File: config.mk
export PLATFORM = sky130hd
export DESIGN_NAME = ps2_mouse
export DESIGN_NICKNAME = d
export VERILOG_FILES = /design/src/rtl/ps2_pkg.sv /design/src/rtl/ps2_mouse.sv
export SDC_FILE = /design/constraint.sdc
export NUM_CORES = 1
export LEC_CHECK = 0
export BUFFER_PORTS_ARGS = -buffer_cell sky130_fd_sc_hd__clkbuf_2
export CAP_MARGIN = 10
export CORE_MARGIN = 2
export CORE_UTILIZATION = 50
export DETAILED_ROUTE_END_ITERATION = 7
export GPL_ROUTABILITY_DRIVEN = 0
export GPL_TIMING_DRIVEN = 0
export PLACE_DENSITY = 0.7
export SLEW_MARGIN = 0
export SYNTH_ARGS = -nofsm -noshare
export SYNTH_HDL_FRONTEND = slang
export SYNTH_SLANG_ARGS = --single-unit
File: constraint.sdc
create_clock -name clock -period 2.8 [get_ports clock]
set_input_delay 0.42 -clock clock [delete_from_list [all_inputs] [get_ports clock]]
set_output_delay 0.42 -clock clock [all_outputs]
set_load 0.005 [all_outputs]
File: src/rtl/ps2_pkg.sv
// Shared definitions for the PS/2 mouse decoder: FSM state encoding,
// protocol byte constants and the default cursor range.
package ps2_pkg;

    // Decoder FSM: enable handshake (SEND..WAIT_ACK) then packet byte slots.
    typedef enum logic [2:0] {
        SEND      = 3'd0,
        WAIT_SENT = 3'd1,
        WAIT_ACK  = 3'd2,
        B0        = 3'd3,
        B1        = 3'd4,
        B2        = 3'd5
    } ps2_state_t;

    // "Enable data reporting" command and the device acknowledge byte.
    localparam logic [7:0] CMD_ENABLE = 8'hF4;
    localparam logic [7:0] RSP_ACK    = 8'hFA;

    // Default cursor limits (320x200 screen).
    localparam int unsigned X_MAX_DEFAULT = 319;
    localparam int unsigned Y_MAX_DEFAULT = 199;

endpackage

File: src/rtl/ps2_mouse.sv
// PS/2 mouse packet decoder.
// Sends the F4 enable command, waits for the FA acknowledge, then decodes
// 3-byte movement packets into a clamped cursor position and button state.
// Ports:
//   clock, reset_n        : 50 MHz clock, asynchronous active-low reset
//   rx_data, rx_valid     : received byte and its one-cycle strobe
//   cmd_data, cmd_send    : command byte and held request to the controller
//   cmd_sent, cmd_timeout : controller completion / failure pulses
//   mouse_x, mouse_y      : cursor position (0..X_MAX, 0..Y_MAX, Y grows down)
//   mouse_cmd             : buttons {right, left}, 1 = pressed
module ps2_mouse
    import ps2_pkg::*;
#(
    parameter int unsigned X_MAX = X_MAX_DEFAULT,
    parameter int unsigned Y_MAX = Y_MAX_DEFAULT,
    parameter int unsigned TMO   = 1_000_000
) (
    input  logic       clock,
    input  logic       reset_n,
    input  logic [7:0] rx_data,
    input  logic       rx_valid,
    output logic [7:0] cmd_data,
    output logic       cmd_send,
    input  logic       cmd_sent,
    input  logic       cmd_timeout,
    output logic [8:0] mouse_x,
    output logic [7:0] mouse_y,
    output logic [1:0] mouse_cmd
);

    localparam int unsigned CW = (TMO < 1) ? 1 : $clog2(TMO + 1);

    localparam logic signed [10:0] X_HI = $signed(11'(X_MAX));
    localparam logic signed [10:0] Y_HI = $signed(11'(Y_MAX));

    // Saturate a signed intermediate position into 0..hi.
    function automatic logic signed [10:0] clamp11(input logic signed [10:0] v,
                                                   input logic signed [10:0] hi);
        logic signed [10:0] r;
        r = v;
        if (v < 11'sd0) begin
            r = 11'sd0;
        end else if (v > hi) begin
            r = hi;
        end
        return r;
    endfunction

    ps2_state_t state, state_nxt;

    logic [CW-1:0] gap_cnt, gap_nxt;
    logic          gap_hit;

    // Header byte fields kept for the commit: {y_ovf, x_ovf, y_sign, x_sign}
    // and {right, left}. The always-one bit is only used for sync.
    logic [3:0] b0_hi_q,  b0_hi_nxt;
    logic [1:0] b0_btn_q, b0_btn_nxt;
    logic [7:0] b1_q,     b1_nxt;

    logic [7:0] cmd_data_nxt;
    logic       cmd_send_nxt;
    logic [8:0] mouse_x_nxt;
    logic [7:0] mouse_y_nxt;
    logic [1:0] mouse_cmd_nxt;

    logic [8:0]        dx, dy;
    logic signed [10:0] x_calc, y_calc;

    // Idle-cycle gap has exceeded the limit once the counter sits at TMO.
    assign gap_hit = (gap_cnt == CW'(TMO));

    // Nine-bit deltas; dy uses the byte arriving now, since commit is on byte 2.
    assign dx = {b0_hi_q[0], b1_q};
    assign dy = {b0_hi_q[1], rx_data};

    // Eleven bits hold 0..511 +/- 256 without wrap.
    assign x_calc = $signed({2'b00, mouse_x}) + $signed({{2{dx[8]}}, dx});
    assign y_calc = $signed({3'b000, mouse_y}) - $signed({{2{dy[8]}}, dy});

    // State register.
    always_ff @(posedge clock or negedge reset_n) begin
        if (!reset_n) begin
            state <= SEND;
        end else begin
            state <= state_nxt;
        end
    end

    // Next-state logic.
    always_comb begin
        state_nxt = state;
        case (state)
            SEND: begin
                state_nxt = WAIT_SENT;
            end
            WAIT_SENT: begin
                // A failed transmission takes priority over a completion.
                if (cmd_timeout) begin
                    state_nxt = SEND;
                end else if (cmd_sent) begin
                    state_nxt = WAIT_ACK;
                end
            end
            WAIT_ACK: begin
                if (rx_valid) begin
                    state_nxt = (rx_data == RSP_ACK) ? B0 : SEND;
                end else if (gap_hit) begin
                    state_nxt = SEND;
                end
            end
            B0: begin
                // Bit 3 of a header byte is always set; anything else is resync junk.
                if (rx_valid && rx_data[3]) begin
                    state_nxt = B1;
                end
            end
            B1: begin
                if (rx_valid) begin
                    state_nxt = B2;
                end else if (gap_hit) begin
                    state_nxt = B0;
                end
            end
            B2: begin
                if (rx_valid || gap_hit) begin
                    state_nxt = B0;
                end
            end
            default: begin
                state_nxt = SEND;
            end
        endcase
    end

    // Next values of the registered outputs, packet fields and gap counter.
    always_comb begin
        cmd_data_nxt  = cmd_data;
        cmd_send_nxt  = cmd_send;
        mouse_x_nxt   = mouse_x;
        mouse_y_nxt   = mouse_y;
        mouse_cmd_nxt = mouse_cmd;
        b0_hi_nxt     = b0_hi_q;
        b0_btn_nxt    = b0_btn_q;
        b1_nxt        = b1_q;

        // Restart on every byte and on every state change; saturate otherwise.
        if (rx_valid || (state_nxt != state)) begin
            gap_nxt = '0;
        end else if (!gap_hit) begin
            gap_nxt = gap_cnt + CW'(1);
        end else begin
            gap_nxt = gap_cnt;
        end

        case (state)
            SEND: begin
                cmd_data_nxt = CMD_ENABLE;
                cmd_send_nxt = 1'b1;
            end
            WAIT_SENT: begin
                if (cmd_timeout || cmd_sent) begin
                    cmd_send_nxt = 1'b0;
                end
            end
            B0: begin
                if (rx_valid && rx_data[3]) begin
                    b0_hi_nxt  = rx_data[7:4];
                    b0_btn_nxt = rx_data[1:0];
                end
            end
            B1: begin
                if (rx_valid) begin
                    b1_nxt = rx_data;
                end
            end
            B2: begin
                // Commit: buttons always, movement only without overflow.
                if (rx_valid) begin
                    mouse_cmd_nxt = b0_btn_q;
                    if (!(b0_hi_q[2] || b0_hi_q[3])) begin
                        mouse_x_nxt = 9'(clamp11(x_calc, X_HI));
                        mouse_y_nxt = 8'(clamp11(y_calc, Y_HI));
                    end
                end
            end
            default: begin
            end
        endcase
    end

    // Output and datapath registers.
    always_ff @(posedge clock or negedge reset_n) begin
        if (!reset_n) begin
            gap_cnt   <= '0;
            b0_hi_q   <= '0;
            b0_btn_q  <= '0;
            b1_q      <= '0;
            cmd_data  <= 8'h00;
            cmd_send  <= 1'b0;
            mouse_x   <= '0;
            mouse_y   <= '0;
            mouse_cmd <= '0;
        end else begin
            gap_cnt   <= gap_nxt;
            b0_hi_q   <= b0_hi_nxt;
            b0_btn_q  <= b0_btn_nxt;
            b1_q      <= b1_nxt;
            cmd_data  <= cmd_data_nxt;
            cmd_send  <= cmd_send_nxt;
            mouse_x   <= mouse_x_nxt;
            mouse_y   <= mouse_y_nxt;
            mouse_cmd <= mouse_cmd_nxt;
        end
    end

endmodule

Yosys cells after proc, flatten, opt, wreduce, memory -nomap -nowiden
Cells that the tools add are included.

word-level totals
  bits in registers = 58
  input bits = 13
  output and inout port bits = 28
  logic and storage cells = 58

operators by class
  $add $sub $neg = 3
  magnitude comparators = 4
  equality and inequality tests = 10
  multiplexer cells = 18
  bitwise operators = 1
  reductions and logical operators = 12

operators by type and width
  cell                                                             number
  two-way mux 20 bit                                               2
  two-way mux 3 bit                                                8
  adder 20 x 1 -> 20 bit, second input constant                    1
  equality test 20 bit, second input constant                      1
  two-way mux 9 bit                                                2
  case mux 3 bit (6 select lines)                                  1
  two-way mux 8 bit                                                2
  adder 10 x 9 -> 11 bit                                           1
  greater-than comparator 11 x 10 -> 1 bit, second input constant  1
  < comparator 11 x 1 -> 1 bit, second input constant              1
  greater-than comparator 10 x 9 -> 1 bit, second input constant   1
  < comparator 10 x 1 -> 1 bit, second input constant              1
  subtractor 9 x 9 -> 10 bit                                       1
  equality test 8 bit, second input constant                       1
  AND reduction 2 bit                                              4
  equality test 3 x 2 -> 1 bit, second input constant              2
  equality test 3 bit, second input constant                       2
  logical OR 1 bit                                                 4
  equality test 3 x 1 -> 1 bit, second input constant              1
  logical NOT 3 bit                                                1
  inequality test 3 bit                                            1
  AND reduction 3 bit                                              1
  two-way mux 2 bit                                                1
  inequality test 2 x 1 -> 1 bit, second input constant            1
  other kinds (6)                                                  6

Longest topological paths before layout
  depth in word-level cells = 7
  gate-level depth with buffers = 10
  mapped depth without buffers = 10

Least setup slack after synthesis
Ideal clock, no wire load.

  kind = flip-flop to flip-flop
  from = reg mouse_y[0]
  to = reg mouse_y[3]
  library setup time = 0.122 ns
  arrival = 2.310 ns
  data required time = 2.678 ns
  path slack = 0.368 ns
  stages on the path, launching flop included = 11
  buffers on the path = 0
  clock period less this slack = 2.432 ns
  cell sequence = dfrtp_1 > inv_1 > ha_1 > inv_1 > fa_1 > a211oi_1 > nor3b_1 > o22ai_1 > xnor2_1 > o2111ai_1 > a32o_1

between the ends
  longest elaborated chain between the ends = 4
  elaborated cells on any way between the ends = 5
  classes of those cells = add/sub (1); order compare (2); mux (2)

ends and longest elaborated chain
  what                                     line              text
  from (decl)                              ps2_mouse.sv:27   output logic [7:0] mouse_y,
  from (signal assigned)                   ps2_mouse.sv:211  mouse_y <= mouse_y_nxt;
  subtractor 9 x 9 -> 10 bit (*)           ps2_mouse.sv:78   assign y_calc = $signed({3'b000, mouse_y}) - $signed({{2{dy[8]}}, dy});
  greater-than comparator 10 x 9 -> 1 bit  ps2_mouse.sv:43   end else if (v > hi) begin
  two-way mux 8 bit                        ps2_mouse.sv:43
  two-way mux 8 bit (*)                    ps2_mouse.sv:41   if (v < 11'sd0) begin

Mark *: on every way between the ends. The rest lies on a longest branch, timed or not.
A chain may end at the register's enable or synchronous reset.

Worst setup path after layout
  from = reg mouse_x[0]
  to = reg mouse_x[2]

between the ends
  longest elaborated chain between the ends = 4
  elaborated cells on any way between the ends = 5
  classes of those cells = add/sub (1); order compare (2); mux (2)

ends and longest elaborated chain
  what                                      line              text
  from (decl)                               ps2_mouse.sv:26   output logic [8:0] mouse_x,
  from (signal assigned)                    ps2_mouse.sv:210  mouse_x <= mouse_x_nxt;
  adder 10 x 9 -> 11 bit (*)                ps2_mouse.sv:77   assign x_calc = $signed({2'b00, mouse_x}) + $signed({{2{dx[8]}}, dx});
  greater-than comparator 11 x 10 -> 1 bit  ps2_mouse.sv:43
  two-way mux 9 bit                         ps2_mouse.sv:43
  two-way mux 9 bit (*)                     ps2_mouse.sv:41

Marked as above.

==> results.md <==
- Result of the run: finished clean
- Vert. Die Dim: 90.07 microns
- Setup skew after layout: 9.226 ps
- Antenna-violating nets left: 0
- Syn avg cell area: 9.850 sq um
- Adder-Cell Fraction of Synth Area: 7.838%
- R2R setup slack: 180 ps
- Worst-path clk slew: 70 ps
- Initial core utilization: 51.34%
- Synth Warn #: 0
- Overall overflow remaining after global route: 0
- Number of DRC violations after detailed routing: 0
- Die footprint: 8112 sq um
- Final cell utilization of the core: 58.88%
- Post-Synth Simple-Gate Area: 18.68%
- Area of all placed cells without fillers: 4248 sq um
- Die outline width: 90.07 microns
- Proportion of synthesized chip area in sequential cells: 39.19%
- Overall power after layout: 3.428 mW
- Distinct cell type count of the synthesized netlist: 70
- Post-route worst setup slack: 176.1 ps
- Via-to-Cell Ratio: 5.619
- Type of the setup path with the least slack: register to register
- Sinks on Clock Net: 58
- Reg2reg path depth: 9
- Capturing point of the worst reg2reg path: mouse_x[2]
- Initial antenna violation count: 0
- Std-Cell Rows: 31
- Number of fillers in the final layout: 656
- Total wire length after detailed routing: 8129 microns
- Final Cycle Share: 93.71%
- Area growth from synthesis to layout: 14.70%
- Sum of net half-perimeters after detailed placement: 5866 microns
- Clock tree from TritonCTS: done
- RSZ-0062 raised after global routing: no
- ANT cells: 0
- Multi-input combinational cell area: 2105 sq um
- GRT Overall Usage: 21.20%
- Footprint of the flip-flops and latches: 1451 sq um
- Pleak: 1.946 nW
- Pre-CTS setup slack: -76.19 ps
- Max-slew violation count: 0
- Maximum number of pins on one net before global-route repair: 59
- Longest Clk Path Bufs: 2
- Buffer type at the clock tree root: clkbuf_8
- Number of iterations in the first detailed-routing pass: 4
- Std-Cell Core Area: 7214 sq um
- Number of H-tree levels: 3
- Fraction of synthesized cell area in xor and xnor cells: 7.061%
- Post-synthesis sequential element count: 58
- Worst Hold Margin: 179.5 ps
- Class of the most critical hold timing path: primary input to asynchronous set/reset pin
- Wire length of the first global-routing pass: 13910 microns
- Crit-path max FO: 10
- Max VDD drop: 310.2 uV
- Maximum clock rate: 381.1 MHz
- Element type at the critical path start: register
- Worst slew pin tran: 816.5 ps
- Detailed-route wire length per cell: 15.34 microns
- Worst slew margin relative to its limit: 45.57%
- Largest family of logic cells by synthesized area: simple AND/OR/NAND/NOR gates
- Number of enable flip-flop cells after synthesis: 0
- Post-synthesis compound-gate area fraction: 17.30%
- Ports placed on the boundary: 41
- Mux share of post-synthesis cell area: 5.101%
- Max-Cap Viols: 0
- Crit path time final: 2624 ps
- Count of port buffers added during placement: 37
- Cell Count Post-Placement: 514
- Proportion of layout cells with a drive suffix above 1: 24.36%
- Crit path required time: 3010 ps
- RR Startpoint: mouse_x[0]
- Dpl cell area: 4023 sq um
- Crit. End Element: register
- Via count: 2978
- Count of endpoints failing setup in the final report: 0
- Count of non-filler cells in the finished layout: 530
- Main flop type after synthesis: dfrtp_1
- Number of failing hold endpoints at the final stage: 0
- Post-Syn Area: 3704 sq um
- Async SR Flop Fraction: 100.0%
- Num CTS Buffers: 9
- PD cells: 807.0 nW/um^2
- Arrival time of the worst setup path: 2830 ps
- Violation count after the first detailed-route iteration: 122
- Via count of the first global-routing pass: 2958
- Skew-Pair Late Insertion Delay: 340 ps
- TNS Setup: 0 ps
- Gate count of the mapped netlist: 376
- Buffers inserted by post-CTS timing repair: 0
- Number of nets in the finished design: 461
-- per-layer routing --
layer  share of wire, %  routed length [microns]  up-vias  global-route usage [%]
met5                  0                        0        -                       0
met4                1.8                      149        0                   8.846
met3                3.8                      306       13                   3.437
met2                 47                     3814       70                   34.46
met1                 47                     3858     1444                   28.23
li1                   -                        -     1451                       -
-- critical path, stage by stage (launching register included) --
cell       delay [ps]
dfrtp_1           410
ha_1              250
fa_1              450
a211oi_2          270
or2_4             200
a221oi_2           70
mux2i_1           290
buf_2             270
a2bb2oi_1         190
o21ai_0           100
-- where the power goes --
part           total (mW)  leakage, nW  switching [mW]  internal (mW)
registers            1.20        0.777           0.160           1.04
clock network       0.815       0.0986           0.357          0.458
logic                1.42         1.07           0.778          0.639
-- flip-flops by register name, summed over array words and instances, names as in the netlist --
| signal | count |
|---|---|
| b1_q | 8 |
| gap_cnt | 20 |
| mouse_x | 9 |
| cmd_send | 1 |
| mouse_cmd | 2 |
| state | 3 |
| cmd_data | 1 |
| b0_btn_q | 2 |
| b0_hi_q | 4 |
| mouse_y | 8 |
-- final cells by class --
| type | count | share of cell area, % |
|---|---|---|
| clock inverters | 4 | 1.178 |
| repair buffers | 37 | 4.418 |
| flip-flops and latches | 58 | 34.17 |
| multi-input cells | 286 | 49.54 |
| inverters | 18 | 1.591 |
| clock buffers | 12 | 3.652 |
| plain buffers | 16 | 2.533 |
| well taps | 99 | 2.916 |
-- cell usage after synthesis, types with 4 or more instances --
library cell | number | area (sq um)
nand2_1 | 29 | 108.9
clkbuf_1 | 4 | 15.01
xnor2_1 | 9 | 78.83
inv_1 | 18 | 67.56
nand4_1 | 6 | 37.54
o21a_1 | 7 | 52.55
buf_4 | 8 | 60.06
nor3_1 | 4 | 20.02
ha_1 | 20 | 250.2
o21ai_0 | 20 | 100.1
nand2b_1 | 5 | 31.28
nand3_1 | 8 | 40.04
xor2_1 | 19 | 166.4
nor2_1 | 38 | 142.6
mux2_2 | 15 | 168.9
a21oi_1 | 10 | 50.05
dfrtp_1 | 58 | 1451
a211oi_1 | 7 | 52.55
-- cells in the final DEF, fill, tap and decap left out, types with 3 or more instances in the layout --
master,count
o21bai_1,3
nor3b_1,3
dfrtp_1,58
a21oi_2,3
and3_1,3
clkbuf_2,36
a211oi_1,6
nor2_2,3
a21oi_1,10
o21a_1,7
nand4_1,6
a2bb2oi_1,3
buf_4,8
inv_1,18
nor2_1,38
xor2_1,19
clkbuf_8,11
nand2b_1,5
a21boi_0,3
a32o_1,3
clkbuf_1,5
conb_1,3
nor3_1,4
a211o_1,3
or2_2,3
a32oi_1,3
a21o_1,3
o21ai_0,20
xnor2_1,9
nand3_1,8
nand2_1,29
nor4_1,3
ha_1,20
mux2_2,15
-- worst max path at each step --
stage | startpoint | end | slack [ps] | cells after the start
CTS | mouse_y[0] | mouse_y[3] | 30 | 10
global route | mouse_x[0] | mouse_x[3] | 70 | 9
finish | mouse_x[0] | mouse_x[2] | 180 | 9
global placement | rx_data[0] | mouse_y[3] | -80 | 10
floorplan | mouse_y[0] | mouse_y[3] | 370 | 10
detailed placement | rx_data[0] | mouse_y[4] | -80 | 10
-- cells by family (layout without fill, tap and decap cells) --
family | after synthesis | count (layout)
AOI/OAI and AO/OA | 89 | 89
muxes | 17 | 17
and+or+nand+nor | 126 | 126
adders and majority gates | 22 | 22
DFF | 58 | 58
buffers and inverters | 34 | 87
other | 1 | 3
xor gates and xnor gates | 29 | 29
-- what timing repair did --
| item | CTS | global route |
|---|---|---|
| hold buffers | 0 | 0 |
| setup endpoints to repair | 0 | 12 |
| resized for setup | 0 | 4 |
(Power assumes the default switching activity.)
